$ cat src/rtl/chunked_adder_seq.sv
//------------------------------------------------------------------------------
// Module      : chunked_adder_seq (with shared W-bit adder)
// Description : Adds two N-bit operands by reusing one W-bit adder over
//               N/W cycles, LSB chunk first, with valid/ready handshakes on
//               the request and result sides.
// Revision    : 1.0 - initial release
//------------------------------------------------------------------------------
`default_nettype none

module adder #(
   parameter int N = 16
) (
   input  logic [N-1:0] i_a,
   input  logic [N-1:0] i_b,
   input  logic         i_carry_in,
   output logic [N-1:0] o_s,
   output logic         o_carry_out
);

   // One extra bit on each operand captures the carry out of the top bit
   assign {o_carry_out, o_s} = {1'b0, i_a} + {1'b0, i_b} + {{N{1'b0}}, i_carry_in};

endmodule

module chunked_adder_seq #(
   parameter int N = 64,
   parameter int W = 16
) (
   input  logic         i_clk,
   input  logic         i_reset,
   input  logic         i_valid,
   output logic         o_ready,
   input  logic [N-1:0] i_a,
   input  logic [N-1:0] i_b,
   input  logic         i_carry_in,
   output logic         o_valid,
   input  logic         i_ready,
   output logic [N-1:0] o_s,
   output logic         o_carry_out,
   output logic         o_busy
);

   localparam int c_k  = N / W;
   localparam int c_cw = (c_k > 1) ? $clog2(c_k) : 1;
   localparam logic [c_cw-1:0] c_last = c_cw'(c_k - 1);

   localparam logic [1:0] c_idle = 2'd0;
   localparam logic [1:0] c_run  = 2'd1;
   localparam logic [1:0] c_done = 2'd2;

   // Operand width must be a whole, non-zero number of chunks
   generate
      if ((N % W) != 0 || N < W) begin : g_param_check
         $error("chunked_adder_seq: N must be a non-zero multiple of W");
      end
   endgenerate

   logic [1:0]                r_state;
   logic [1:0]                w_state_nxt;
   logic [c_cw-1:0]           r_cnt;
   logic                      r_carry;
   logic [c_k-1:0][W-1:0]     r_a;
   logic [c_k-1:0][W-1:0]     r_b;
   logic [c_k-1:0][W-1:0]     r_s;
   logic                      r_cout;
   logic [W-1:0]              w_sum;
   logic                      w_cout;
   logic                      w_accept;

   assign w_accept = i_valid && (r_state == c_idle);

   // Single shared chunk adder, fed by the chunk selected by the counter
   adder #(
      .N(W)
   ) u_adder (
      .i_a         (r_a[r_cnt]),
      .i_b         (r_b[r_cnt]),
      .i_carry_in  (r_carry),
      .o_s         (w_sum),
      .o_carry_out (w_cout)
   );

   // State register
   always_ff @(posedge i_clk) begin
      if (i_reset) begin
         r_state <= c_idle;
      end else begin
         r_state <= w_state_nxt;
      end
   end

   // Next-state logic: accept in IDLE, step through chunks, wait for consumer
   always_comb begin
      w_state_nxt = r_state;
      case (r_state)
         c_idle: if (i_valid)          w_state_nxt = c_run;
         c_run:  if (r_cnt == c_last)  w_state_nxt = c_done;
         c_done: if (i_ready)          w_state_nxt = c_idle;
         default:                      w_state_nxt = c_idle;
      endcase
   end

   // Handshake and status outputs decoded from the state
   always_comb begin
      o_ready = 1'b0;
      o_valid = 1'b0;
      o_busy  = 1'b0;
      case (r_state)
         c_idle:  o_ready = 1'b1;
         c_run:   o_busy  = 1'b1;
         c_done:  begin
            o_valid = 1'b1;
            o_busy  = 1'b1;
         end
         default: o_ready = 1'b0;
      endcase
   end

   // Operand capture; only meaningful after an accept, so no reset needed
   always_ff @(posedge i_clk) begin
      if (w_accept) begin
         r_a <= i_a;
         r_b <= i_b;
      end
   end

   // Chunk counter, inter-chunk carry and result registers
   always_ff @(posedge i_clk) begin
      if (i_reset) begin
         r_cnt   <= '0;
         r_carry <= 1'b0;
         r_s     <= '0;
         r_cout  <= 1'b0;
      end else if (w_accept) begin
         r_cnt   <= '0;
         r_carry <= i_carry_in;
      end else if (r_state == c_run) begin
         r_s[r_cnt] <= w_sum;
         r_carry    <= w_cout;
         r_cnt      <= r_cnt + 1'b1;
         if (r_cnt == c_last) begin
            r_cout <= w_cout;
         end
      end
   end

   assign o_s         = r_s;
   assign o_carry_out = r_cout;

endmodule

`default_nettype wire

$ cat config.mk
export PLATFORM = sky130hd
export DESIGN_NAME = chunked_adder_seq
export DESIGN_NICKNAME = d
export VERILOG_FILES = /design/src/rtl/chunked_adder_seq.sv
export SDC_FILE = /design/constraint.sdc
export NUM_CORES = 1
export LEC_CHECK = 0
export ABC_CLOCK_PERIOD_IN_PS = 4160
export CORE_ASPECT_RATIO = 2
export CORE_UTILIZATION = 35
export DETAILED_ROUTE_END_ITERATION = 10
export PLACE_DENSITY_LB_ADDON = 0.08
export REMOVE_ABC_BUFFERS = 1
export SLEW_MARGIN = 20
export SYNTH_ARGS = -nofsm -noshare
export SYNTH_HDL_FRONTEND = slang
export SYNTH_HIERARCHICAL = 1
export SYNTH_SLANG_ARGS = --single-unit
$ cat constraint.sdc
create_clock -name i_clk -period 4.16 [get_ports i_clk]
set_input_delay 0.416 -clock i_clk [delete_from_list [all_inputs] [get_ports i_clk]]
set_output_delay 0.416 -clock i_clk [all_outputs]
set_load 0.02 [all_outputs]
== After elaboration in Yosys (flattened, before gate mapping) ==
Index checks and enable logic that the tools add are counted.

* Register bits: 198
* Bits of input ports: 133
* Output and inout bits: 68
* Word-level logic and storage cells: 53

* $add $sub $neg: 3
* $lt $le $gt $ge: 2
* Equality and inequality tests: 6
* Mux-type cells: 16
* Bitwise operators: 1
* Reductions and logical operators: 9

{| class="wikitable"
|+ Operator list
! operator !! count
|-
| binary-select mux 16 bit (select 2 bit) || 2
|-
| bitwise mux 64 bit || 1
|-
| two-way mux 16 bit || 3
|-
| demux 16 bit (select 2 bit) || 1
|-
| adder 16 x 16 -> 17 bit || 1
|-
| adder 17 x 1 -> 17 bit || 1
|-
| two-way mux 2 bit || 3
|-
| inequality test 2 bit (second input constant) || 3
|-
| case mux 2 bit (3 select lines) || 1
|-
| AND reduction 3 bit || 2
|-
| two-way mux 1 bit || 5
|-
| equality test 2 bit (second input constant) || 2
|-
| OR reduction 2 bit || 2
|-
| < comparator 2 x 3 -> 1 bit (second input constant) || 1
|-
| adder 2 x 1 -> 2 bit (second input constant) || 1
|-
| equality test 2 x 1 -> 1 bit (second input constant) || 1
|-
| >= comparator 2 x 1 -> 1 bit (second input constant) || 1
|-
| logical AND 1 bit || 2
|-
| zero test 2 bit || 1
|-
| AND reduction 2 bit || 1
|-
| nonzero test 2 bit || 1
|-
| inverter 1 bit || 1
|}

== Logic depth before layout (Yosys ltp) ==
Gate-level depths: netlist of the first run.

* Depth after elaboration: 6
* Gate-level depth with buffers: 12

== By module ==
Netlist of the first run, hierarchy kept.

{| class="wikitable"
|+ Modules (own cells, without submodules)
! module !! times used !! cells each !! area each (um^2)
|-
| chunked_adder_seq || 1 || 493 || 7218.2
|-
| adder || 1 || 94 || 747.0
|}

== Worst setup path after synthesis of the first run ==
No wires, ideal clock.

* Kind: register -> register
* Start: register r_state[0]
* End: register r_cout (netlist: o_carry_out)
* Setup time: 0.076 ns
* Data arrival time: 3.935 ns
* Required time: 4.084 ns
* Path slack: 0.149 ns
* Stages on the path, launching flop included: 7
* Buffers on the path: 0
* Cells stage by stage: dfxtp_1 > inv_1 > ha_1 > nand2_1 > inv_1 > o21ai_0 > a21oi_1

* Longest elaborated chain between the ends: 4
* Elaborated cells on any way between the ends: 5
* Classes of those cells: eq/ne: 1; bitwise: 1; reduce/logical: 3

{| class="wikitable"
|+ RTL lines
! what !! RTL line !! text
|-
| start, declared || 58 || <nowiki>logic [1:0] r_state;</nowiki>
|-
| start signal, assigned || 86 || <nowiki>r_state <= c_idle;</nowiki>
|-
| start signal, assigned || 88 || <nowiki>r_state <= w_state_nxt;</nowiki>
|-
| zero test 2 bit || 70 || <nowiki>assign w_accept = i_valid && (r_state == c_idle);</nowiki>
|-
| logical AND 1 bit || 70 ||
|-
| via w_accept || 68 || <nowiki>logic w_accept;</nowiki>
|-
| inverter 1 bit (no source line) || - ||
|-
| AND reduction 3 bit (no source line) || - ||
|-
| end signal, assigned || 142 || <nowiki>r_cout <= w_cout;</nowiki>
|-
| end, declared || 65 || <nowiki>logic r_cout;</nowiki>
|}

The timed path passes the listed nets, and every way through them passes these cells.
A chain may end at the register's enable or synchronous reset.

== Final worst setup path of the first run ==
* Start: register r_cnt[0]
* End: register r_s, in the netlist o_s[62]

* Longest elaborated chain between the ends: 5
* Elaborated cells on any way between the ends: 12
* Classes of those cells: add/sub: 2; order compare: 2; mux: 7; reduce/logical: 1

{| class="wikitable"
|+ RTL lines
! what !! RTL line !! text
|-
| start, declared || 60 || <nowiki>logic [c_cw-1:0] r_cnt;</nowiki>
|-
| start signal, assigned || 140 || <nowiki>r_cnt <= r_cnt + 1'b1;</nowiki>
|-
| binary-select mux 16 bit (select 2 bit), on equally long branches || 76, 77 ||
|-
| two-way mux 16 bit, on equally long branches || 76, 77 ||
|-
| adder 16 x 16 -> 17 bit (*) || 21 || <nowiki>assign {o_carry_out, o_s} = {1'b0, i_a} + {1'b0, i_b} + {{N{1'b0}}, i_carry_in};</nowiki>
|-
| adder 17 x 1 -> 17 bit (*) || 21 ||
|-
| via w_sum[14] || 66 || <nowiki>logic [W-1:0] w_sum;</nowiki>
|-
| bitwise mux 64 bit (*) || 138 || <nowiki>r_s[r_cnt] <= w_sum;</nowiki>
|-
| end signal, assigned by index || 138 ||
|-
| end, declared || 64 || <nowiki>logic [c_k-1:0][W-1:0] r_s;</nowiki>
|}

The timed path passes the listed nets; every way through them passes the cells marked *. The select of a mux whose other input is x is not followed.

==> results of run 1 <==
## power breakdown
group | leakage (nW) | switching (mW) | total (mW) | internal, mW
combinational | 1.56 | 1.42 | 2.45 | 1.03
clock | 0.295 | 0.700 | 1.71 | 1.01
sequential | 1.79 | 0.130 | 2.67 | 2.54
total | 3.65 | 2.25 | 6.83 | 4.58
## metal layers
layer  GRT usage, %  share of wire (%)  up-vias  wire length [um]
met5              0                  0        -                 0
met4           6.22                1.8        0               326
met3           3.82                4.7       19               866
met2           32.0                 58      173             10700
met1           17.1                 36     2511              6670
li1               -                  -     2521                 -
## sequential cells by signal, summed over array words and instances, names as in the netlist
name	count
o_carry_out	1
o_s	64
r_a	64
r_b	64
r_carry	1
r_cnt	2
r_state	2
## metrics by stage
stage / area (sq um) / worst slack [ns] / TNS, ns / utilization (%)
detailed placement: 10200 / 0.713 / 0 / 45.8
global route: 10800 / 0.552 / 0 / 48.6
global placement: 10200 / 0.735 / 0 / 45.8
finish: 10800 / 0.729 / 0 / 48.6
floorplan: 7800 / -0.228 / -2.63 / -
CTS: 10800 / 0.699 / 0 / 48.6
## synthesized netlist by cell type
master / number / area share, %
a211oi_1: 1 / 0.094
a211oi_2: 1 / 0.16
a21o_1: 9 / 0.85
a21oi_1: 76 / 4.8
a21oi_2: 2 / 0.22
a221o_2: 1 / 0.14
a222oi_1: 1 / 0.13
a22oi_1: 1 / 0.094
a31o_2: 1 / 0.11
a31oi_1: 2 / 0.16
and2_1: 4 / 0.31
and3_1: 2 / 0.16
and4_1: 1 / 0.11
buf_1: 2 / 0.094
buf_2: 12 / 0.75
buf_4: 6 / 0.57
buf_6: 1 / 0.14
clkbuf_1: 7 / 0.33
clkbuf_2: 3 / 0.19
dfxtp_1: 70 / 18
edfxtp_1: 128 / 48
fa_1: 2 / 0.50
ha_1: 23 / 3.6
inv_1: 8 / 0.38
mux2i_1: 4 / 0.50
mux4_2: 32 / 9.0
nand2_1: 135 / 6.4
nand2b_1: 4 / 0.31
nand3_1: 3 / 0.19
nand4_1: 3 / 0.24
nor2_1: 6 / 0.28
nor2b_1: 2 / 0.16
nor3_1: 4 / 0.25
o2111a_1: 1 / 0.14
o211ai_1: 3 / 0.28
o21a_1: 2 / 0.19
o21ai_0: 5 / 0.31
o21bai_1: 1 / 0.094
o221ai_1: 1 / 0.11
or2_2: 2 / 0.16
xnor2_1: 9 / 0.99
xor2_1: 6 / 0.66
## cell families after synthesis
logic type	after synthesis	share of synthesized area (%)
xor gates and xnor gates	15	1.65
buffers and inverters	39	2.45
and+or+nand+nor	166	8.53
DFF	198	65.8
muxes	36	9.55
AOI/OAI and AO/OA	108	7.85
adders and majority gates	25	4.12
## critical path: stages (launching register included)
cell,delay [ns]
dfxtp_2,0.45
mux4_2,0.55
fa_1,0.48
fa_1,0.42
a21o_1,0.21
a221o_2,0.40
a21oi_2,0.22
a21oi_1,0.11
xor2_1,0.27
nand2_1,0.09
a21oi_1,0.15
## worst max path at each step
stage          startpoint       to  slack [ns]  cells after the start
2_1_floorplan    r_cnt[0]  o_s[56]       -0.23                     10
3_5_place_dp     r_cnt[1]  o_s[62]        0.71                     10
3_3_place_gp     r_cnt[1]  o_s[46]        0.73                     10
5_1_grt          r_cnt[0]  o_s[62]        0.55                     10
4_1_cts          r_cnt[0]  o_s[62]        0.70                     10
6_report         r_cnt[0]  o_s[62]        0.73                     10
## area by class of cell
type | count | area [sq um] | area share, %
Tap cell | 276 | 345 | 3.19
Clock buffer | 20 | 437 | 4.04
Multi-Input combinational cell | 350 | 2520 | 23.3
Inverter | 8 | 32.5 | 0.301
Clock inverter | 12 | 178 | 1.64
Timing Repair Buffer | 204 | 2050 | 19.0
Sequential cell | 198 | 5250 | 48.5
==> qor.txt, run 1 <==
outcome: finished clean
Synth-to-Final Area Change: 35.8%
net total in the final layout: 937
HPWL reported at the end of detailed placement: 13900 um
number of input and output port buffers inserted: 200
required time at the worst-slack endpoint: 4.51 ns
detailed-route wire length: 18600 um
clock transition at the registers of the reported paths: 0.07 ns
final non-filler cell total: 1068
final max-slew violation count: 0
warning count from the yosys run: 6
ANT cells: 0
clock tree from TritonCTS: yes
count of routing violations after the opening detailed-route iteration: 263
post-layout total power: 6.83 mW
Max rail drop VDD: 319 uV
start point of the worst min-delay path: o_s[27]
actual slew at the worst max-slew pin: 0.996 ns
total via count in the routed design: 5224
post-route fraction of the period consumed by the critical path: 82.5%
Hold Crit Endpoint: o_s[27]
combined global-route utilization of all metal layers: 16.8%
worst clock skew: 0.00791 ns
largest net degree at the start of global routing: 73
Setup violations, final: 0
setup repair after global routing missed its margin: no
buffer count from post-CTS setup fixing: 0
CTS Root Cell: clkbuf_16
worst relative slew slack: 33.6%
number of sinks on the clock net: 198
I/O pin count: 201
highest achievable clock rate: 291 MHz
number of failing hold endpoints at the final stage: 0
first-pass GRT wire length: 28600 um
power density normalized to cell area: 631 nW/um^2
final critical path time including I/O delays and setup: 3.43 ns
clock buffer count from CTS: 17
starting density of the core: 35.8%
Remaining DRCs: 0
Placeable Area: 22300 sq um
PostCTS Resize Cnt: 0
Final GP Congestion: 0.729
vias in the first global route: 5412
placed cell count: 1036
number of maximum-capacitance violations: 0
Seq/Total Area, Yosys: 65.8%
Hold Slack: 0.455 ns
detailed-routing iteration count for the pre-antenna-repair pass: 6
share of cells above drive strength 1: 9.34%
detailed-route vias per instance: 4.89
number of flip-flops and latches in the synthesized netlist: 198
number of antenna violations at the first check in global routing: 0
Post-Synthesis Mean Instance Area: 13.6 sq um
most common library cell in the layout ignoring fill and taps: clkdlybuf4s50_1
overall die area: 23400 sq um
number of inserted filler cells in the final layout: 2048
Syn Inst Count: 587
DR WL/cell: 17.4 um
number of routed nets with antenna violations: 0
leakage power total: 3.65 nW
kind of start point of the critical path: flop
critical path class: flop to flop
cts hold-fix bufs: 0
CTS H-tree lvls: 4
data arrival time at the worst-slack endpoint: 3.78 ns
Crit. End Element: flop
reg-to-reg startpoint: r_cnt[0]
top fanout value on the critical path: 7
highest-count cells in the layout ignoring fill and taps: 199 x clkdlybuf4s50_1, 135 x nand2_1, 128 x edfxtp_1, 76 x a21oi_1, 68 x dfxtp_1
Cells on Worst Hold Path: 2
remaining global-route overflow: 0
Post-Syn Area: 7970 sq um
insertion delay of the later-clocked pin in the worst-skew pair: 0.43 ns
Distinct cells, synth: 42
std cell rows: 77
setup slack on the worst flop-to-flop path: 0.73 ns
depth of the worst register-to-register path: 10
end of the worst register-to-register path: o_s[62]
HP Class: flop to flop
chip height: 215 um
die outline width: 109 um
maximum number of buffers from clock root to sink: 2
(Power assumes the default switching activity.)
==> run 2: changes to the inputs <==
--- a/config.mk
+++ b/config.mk
@@ -5,7 +5,7 @@
 export SDC_FILE = /design/constraint.sdc
 export NUM_CORES = 1
 export LEC_CHECK = 0
-export ABC_CLOCK_PERIOD_IN_PS = 4160
+export ABC_CLOCK_PERIOD_IN_PS = 3400
 export CORE_ASPECT_RATIO = 2
 export CORE_UTILIZATION = 35
 export DETAILED_ROUTE_END_ITERATION = 10
==> constraint.sdc (replaced) <==
create_clock -name i_clk -period 3.4 [get_ports i_clk]
set_input_delay 0.34 -clock i_clk [delete_from_list [all_inputs] [get_ports i_clk]]
set_output_delay 0.34 -clock i_clk [all_outputs]
set_load 0.02 [all_outputs]
==> qor.txt, run 2 (synthesized netlist as in run 1, its figures left out) <==
top fanout value on the critical path: 5
net total in the final layout: 953
most common library cell in the layout ignoring fill and taps: clkdlybuf4s50_1
combined global-route utilization of all metal layers: 17.8%
std cell rows: 77
I/O pin count: 201
insertion delay of the later-clocked pin in the worst-skew pair: 0.44 ns
share of cells above drive strength 1: 11.8%
maximum number of buffers from clock root to sink: 2
final critical path time including I/O delays and setup: 3.25 ns
die outline width: 109 um
number of antenna violations at the first check in global routing: 2
remaining global-route overflow: 0
overall die area: 23400 sq um
CTS Root Cell: clkbuf_16
HP Class: input port to flop
outcome: finished clean
post-route setup TNS: 0 ns
power density normalized to cell area: 778 nW/um^2
Remaining DRCs: 0
highest-count cells in the layout ignoring fill and taps: 199 x clkdlybuf4s50_1, 135 x nand2_1, 128 x edfxtp_1, 75 x a21oi_1, 68 x dfxtp_1
total via count in the routed design: 5312
detailed-route vias per instance: 4.89
worst relative slew slack: 40.5%
critical path class: flop to flop
detailed-routing iteration count for the pre-antenna-repair pass: 6
clock transition at the registers of the reported paths: 0.07 ns
Synth-to-Final Area Change: 37.6%
highest achievable clock rate: 308 MHz
Crit. End Element: flop
Setup violations, final: 0
number of routed nets with antenna violations: 0
starting density of the core: 35.8%
clock buffer count from CTS: 17
setup repair after global routing missed its margin: no
Max rail drop VDD: 403 uV
Placeable Area: 22300 sq um
count of routing violations after the opening detailed-route iteration: 270
required time at the worst-slack endpoint: 3.78 ns
kind of start point of the critical path: flop
vias in the first global route: 5752
HPWL reported at the end of detailed placement: 14500 um
clock tree from TritonCTS: yes
largest net degree at the start of global routing: 73
data arrival time at the worst-slack endpoint: 3.62 ns
detailed-route wire length: 19700 um
final max-slew violation count: 0
worst clock skew: 0.0103 ns
number of maximum-capacitance violations: 0
post-route fraction of the period consumed by the critical path: 95.5%
leakage power total: 3.73 nW
first-pass GRT wire length: 30300 um
chip height: 215 um
CTS H-tree lvls: 4
number of input and output port buffers inserted: 200
number of inserted filler cells in the final layout: 1992
number of sinks on the clock net: 198
number of failing hold endpoints at the final stage: 0
cts hold-fix bufs: 0
actual slew at the worst max-slew pin: 0.893 ns
DR WL/cell: 18.1 um
share of the core filled with cells in the final layout: 49.2%
Final GP Congestion: 0.792
==> run 2: changes by cell type in the layout (fill, tap and decap cells not counted), moves of 2 or more <==
cell       change
buf_4         +15
bufinv_16      -2
diode_2        +2
inv_6          +4
==> run 2: per-layer routing <==
layer  vias to the layer above  track usage (%)  part of all wire [%]
met3                        30             3.61                   4.2
met1                      2562             17.4                    35
met2                       171             33.8                    58
met5                         -                0                     0
li1                       2549                -                     -
met4                         0             9.37                   2.9
==> run 2: worst max-delay path, cell delays in order (launching register included) <==
cell,delay (ns)
dfxtp_4,0.40
mux4_2,0.53
fa_2,0.41
fa_1,0.41
a21o_1,0.21
a221o_2,0.40
a21oi_2,0.18
a21oi_1,0.10
xor2_1,0.27
nand2_1,0.11
a21oi_2,0.15
==> run 2: path summary, 6_finish.rpt <==
path	slack, ns	cells past startpoint	to	from
max	0.15	10	o_s[14]	r_cnt[0]
min	0.45	1	r_b[20]	i_b[20]
max reg2reg	0.15	10	o_s[14]	r_cnt[0]
min reg2reg	0.45	2	o_s[61]	o_s[61]
==> run 2: stage by stage <==
step	hold WS [ns]	instance area [sq um]	setup WS [ns]	cells	power, mW
floorplan	0.409	7800	-0.988	556	5.31
global placement	0.444	10300	0.162	1050	6.46
detailed placement	0.448	10300	0.0882	1050	6.53
CTS	0.420	10900	0.0684	1082	8.56
global route	0.420	11000	0.00836	1086	9.03
finish	0.446	11000	0.152	1086	8.52
==> run 2: final cells by class <==
cell class / instances / area (sq um) / share of cell area (%)
inverter: 8 / 32.5 / 0.297
clock inverter: 13 / 148 / 1.35
antenna: 2 / 5.00 / 0.0457
sequential: 198 / 5250 / 47.9
tap: 276 / 345 / 3.15
clock buffer: 19 / 433 / 3.95
multi-input combinational: 350 / 2550 / 23.2
timing repair buffer: 220 / 2200 / 20.1
==> run 2: power by group <==
part	total [mW]	internal (mW)	switching (mW)
Sequential	3.27	3.11	0.158
Clock	2.01	1.10	0.916
Combinational	3.25	1.43	1.82
==> run 2: timing repair <==
item                                    in CTS  in global routing
resized for setup                            0                  6
buffers inserted                             0                  1
endpoints found under the setup margin       0                 21
==> run 3: changes to the inputs <==
--- a/config.mk
+++ b/config.mk
@@ -10,8 +10,7 @@
 export CORE_UTILIZATION = 35
 export DETAILED_ROUTE_END_ITERATION = 10
 export PLACE_DENSITY_LB_ADDON = 0.08
-export REMOVE_ABC_BUFFERS = 1
-export SLEW_MARGIN = 20
+export SLEW_MARGIN = 40
 export SYNTH_ARGS = -nofsm -noshare
 export SYNTH_HDL_FRONTEND = slang
 export SYNTH_HIERARCHICAL = 1
==> constraint.sdc (replaced) <==
create_clock -name i_clk -period 3.4 [get_ports i_clk]
set_input_delay 0.34 -clock i_clk [delete_from_list [all_inputs] [get_ports i_clk]]
set_output_delay 0.34 -clock i_clk [all_outputs]
set_load 0.1 [all_outputs]
==> qor.txt, run 3 (synthesized netlist as in run 1, its figures left out) <==
detailed-route wire length: 20400 um
crit path setup slack, layout: 0.190 ns
worst clock skew: 0.00833 ns
power density normalized to cell area: 890 nW/um^2
chip height: 215 um
I/O pin count: 201
Hold Crit Endpoint: o_s[50]
count of routing violations after the opening detailed-route iteration: 240
post-layout total power: 9.41 mW
setup slack on the worst flop-to-flop path: 0.19 ns
number of routed nets with antenna violations: 0
CTS Root Cell: clkbuf_16
largest net degree at the start of global routing: 131
number of input and output port buffers inserted: 200
starting density of the core: 35.8%
final critical path time including I/O delays and setup: 3.21 ns
CTS H-tree lvls: 4
vias in the first global route: 5717
Synth-to-Final Area Change: 32.8%
Placed Instance Area: 10000 sq um
clock buffer count from CTS: 17
final non-filler cell total: 1086
maximum number of buffers from clock root to sink: 2
data arrival time at the worst-slack endpoint: 3.58 ns
kind of start point of the critical path: flop
HP Class: input port to flop
HPWL reported at the end of detailed placement: 15400 um
detailed-routing iteration count for the pre-antenna-repair pass: 5
Final GP Congestion: 0.830
number of antenna violations at the first check in global routing: 0
placed cell count: 1053
first-pass GRT wire length: 31200 um
actual slew at the worst max-slew pin: 0.771 ns
Remaining DRCs: 0
final max-slew violation count: 0
clock transition at the registers of the reported paths: 0.07 ns
ANT cells: 0
clock tree from TritonCTS: yes
net total in the final layout: 955
remaining global-route overflow: 0
post-route fraction of the period consumed by the critical path: 94.4%
reg-to-reg startpoint: r_cnt[0]
total via count in the routed design: 5330
insertion delay of the later-clocked pin in the worst-skew pair: 0.44 ns
required time at the worst-slack endpoint: 3.77 ns
combined global-route utilization of all metal layers: 18.5%
highest achievable clock rate: 312 MHz
std cell rows: 77
Setup violations, final: 0
worst relative slew slack: 48.6%
post-route design area: 10600 sq um
outcome: finished clean
start point of the worst min-delay path: i_reset
share of the core filled with cells in the final layout: 47.5%
number of maximum-capacitance violations: 0
top fanout value on the critical path: 4
critical path class: flop to flop
cts hold-fix bufs: 0
Placeable Area: 22300 sq um
leakage power total: 3.85 nW
number of sinks on the clock net: 198
highest-count cells in the layout ignoring fill and taps: 135 x nand2_1, 131 x clkdlybuf4s50_1, 128 x edfxtp_1, 76 x a21oi_1, 68 x dfxtp_1
share of cells above drive strength 1: 20.4%
synthesized net count: 745
end of the worst register-to-register path: o_s[8]
Max rail drop VDD: 558 uV
Crit. End Element: flop
die outline width: 109 um
Cells on Worst Hold Path: 2
most common library cell in the layout ignoring fill and taps: nand2_1
number of failing hold endpoints at the final stage: 0
DP Worst Slack: 0.0175 ns
overall die area: 23400 sq um
depth of the worst register-to-register path: 10
detailed-route vias per instance: 4.91
DR WL/cell: 18.7 um
-- run 3: cell types whose count changed in the layout (fill, tap and decap cells not counted), moves of 2 or more --
cell | before | now
clkdlybuf4s50_1 | 199 | 131
a21oi_2 | 3 | 1
buf_4 | 17 | 24
clkinv_1 | 2 | 4
clkinv_2 | 0 | 2
buf_2 | 1 | 65
diode_2 | 2 | 0
clkinvlp_2 | 0 | 2
inv_6 | 4 | 1
-- run 3: layer usage --
metal | wire [um] | GRT usage, % | vias up
met5 | 0 | 0 | -
met1 | 7090 | 18.9 | 2543
met3 | 895 | 3.70 | 38
met4 | 790 | 10.1 | 0
li1 | - | - | 2562
met2 | 11600 | 34.1 | 187
-- run 3: worst max-delay path, cell delays in order (launching register included) --
cell and delay [ns]:
dfxtp_4 0.39, mux4_2 0.54, fa_2 0.42, fa_2 0.36
a21o_1 0.21, a221o_2 0.43, a21o_1 0.21, a21oi_2 0.17
xnor2_2 0.19, nand2_1 0.09, a21oi_1 0.14
-- run 3: area by class of cell --
type | count | area, sq um
timing repair buffer | 222 | 1860
clock buffer | 18 | 429
tap | 276 | 345
fill | 2020 | 11700
sequential | 198 | 5250
inverter | 8 | 33.8
clock inverter | 14 | 110
multi-input combinational | 350 | 2550
-- run 3: repair_timing --
| action | CTS | global route |
|---|---|---|
| gates resized for setup | 1 | 5 |
| buffers inserted | 0 | 1 |
| pin swaps | 0 | 1 |
| endpoints found under the setup margin | 1 | 18 |
-- run 3: metrics by stage --
step | setup TNS [ns] | hold slack (ns)
2_1_floorplan | 0 | 0.439
3_3_place_gp | 0 | 0.446
3_5_place_dp | 0 | 0.446
4_1_cts | 0 | 0.366
5_1_grt | -0.0103 | 0.397
6_report | 0 | 0.381
-- run 3: worst max path at each step --
stage                  start       to  slack [ns]  cells after the start
floorplan           r_cnt[0]  o_s[24]       0.002                     12
global placement    r_cnt[0]   o_s[8]        0.09                     10
detailed placement  r_cnt[0]   o_s[8]        0.02                     10
CTS                 r_cnt[0]  o_s[14]        0.02                     10
global route        r_cnt[0]   o_s[7]       -0.01                     12
finish              r_cnt[0]   o_s[8]        0.19                     10
-- run 3: where the power goes --
group / internal (mW) / switching (mW)
clock: 1.00 / 0.874
combinational: 1.43 / 2.83
sequential: 3.12 / 0.159
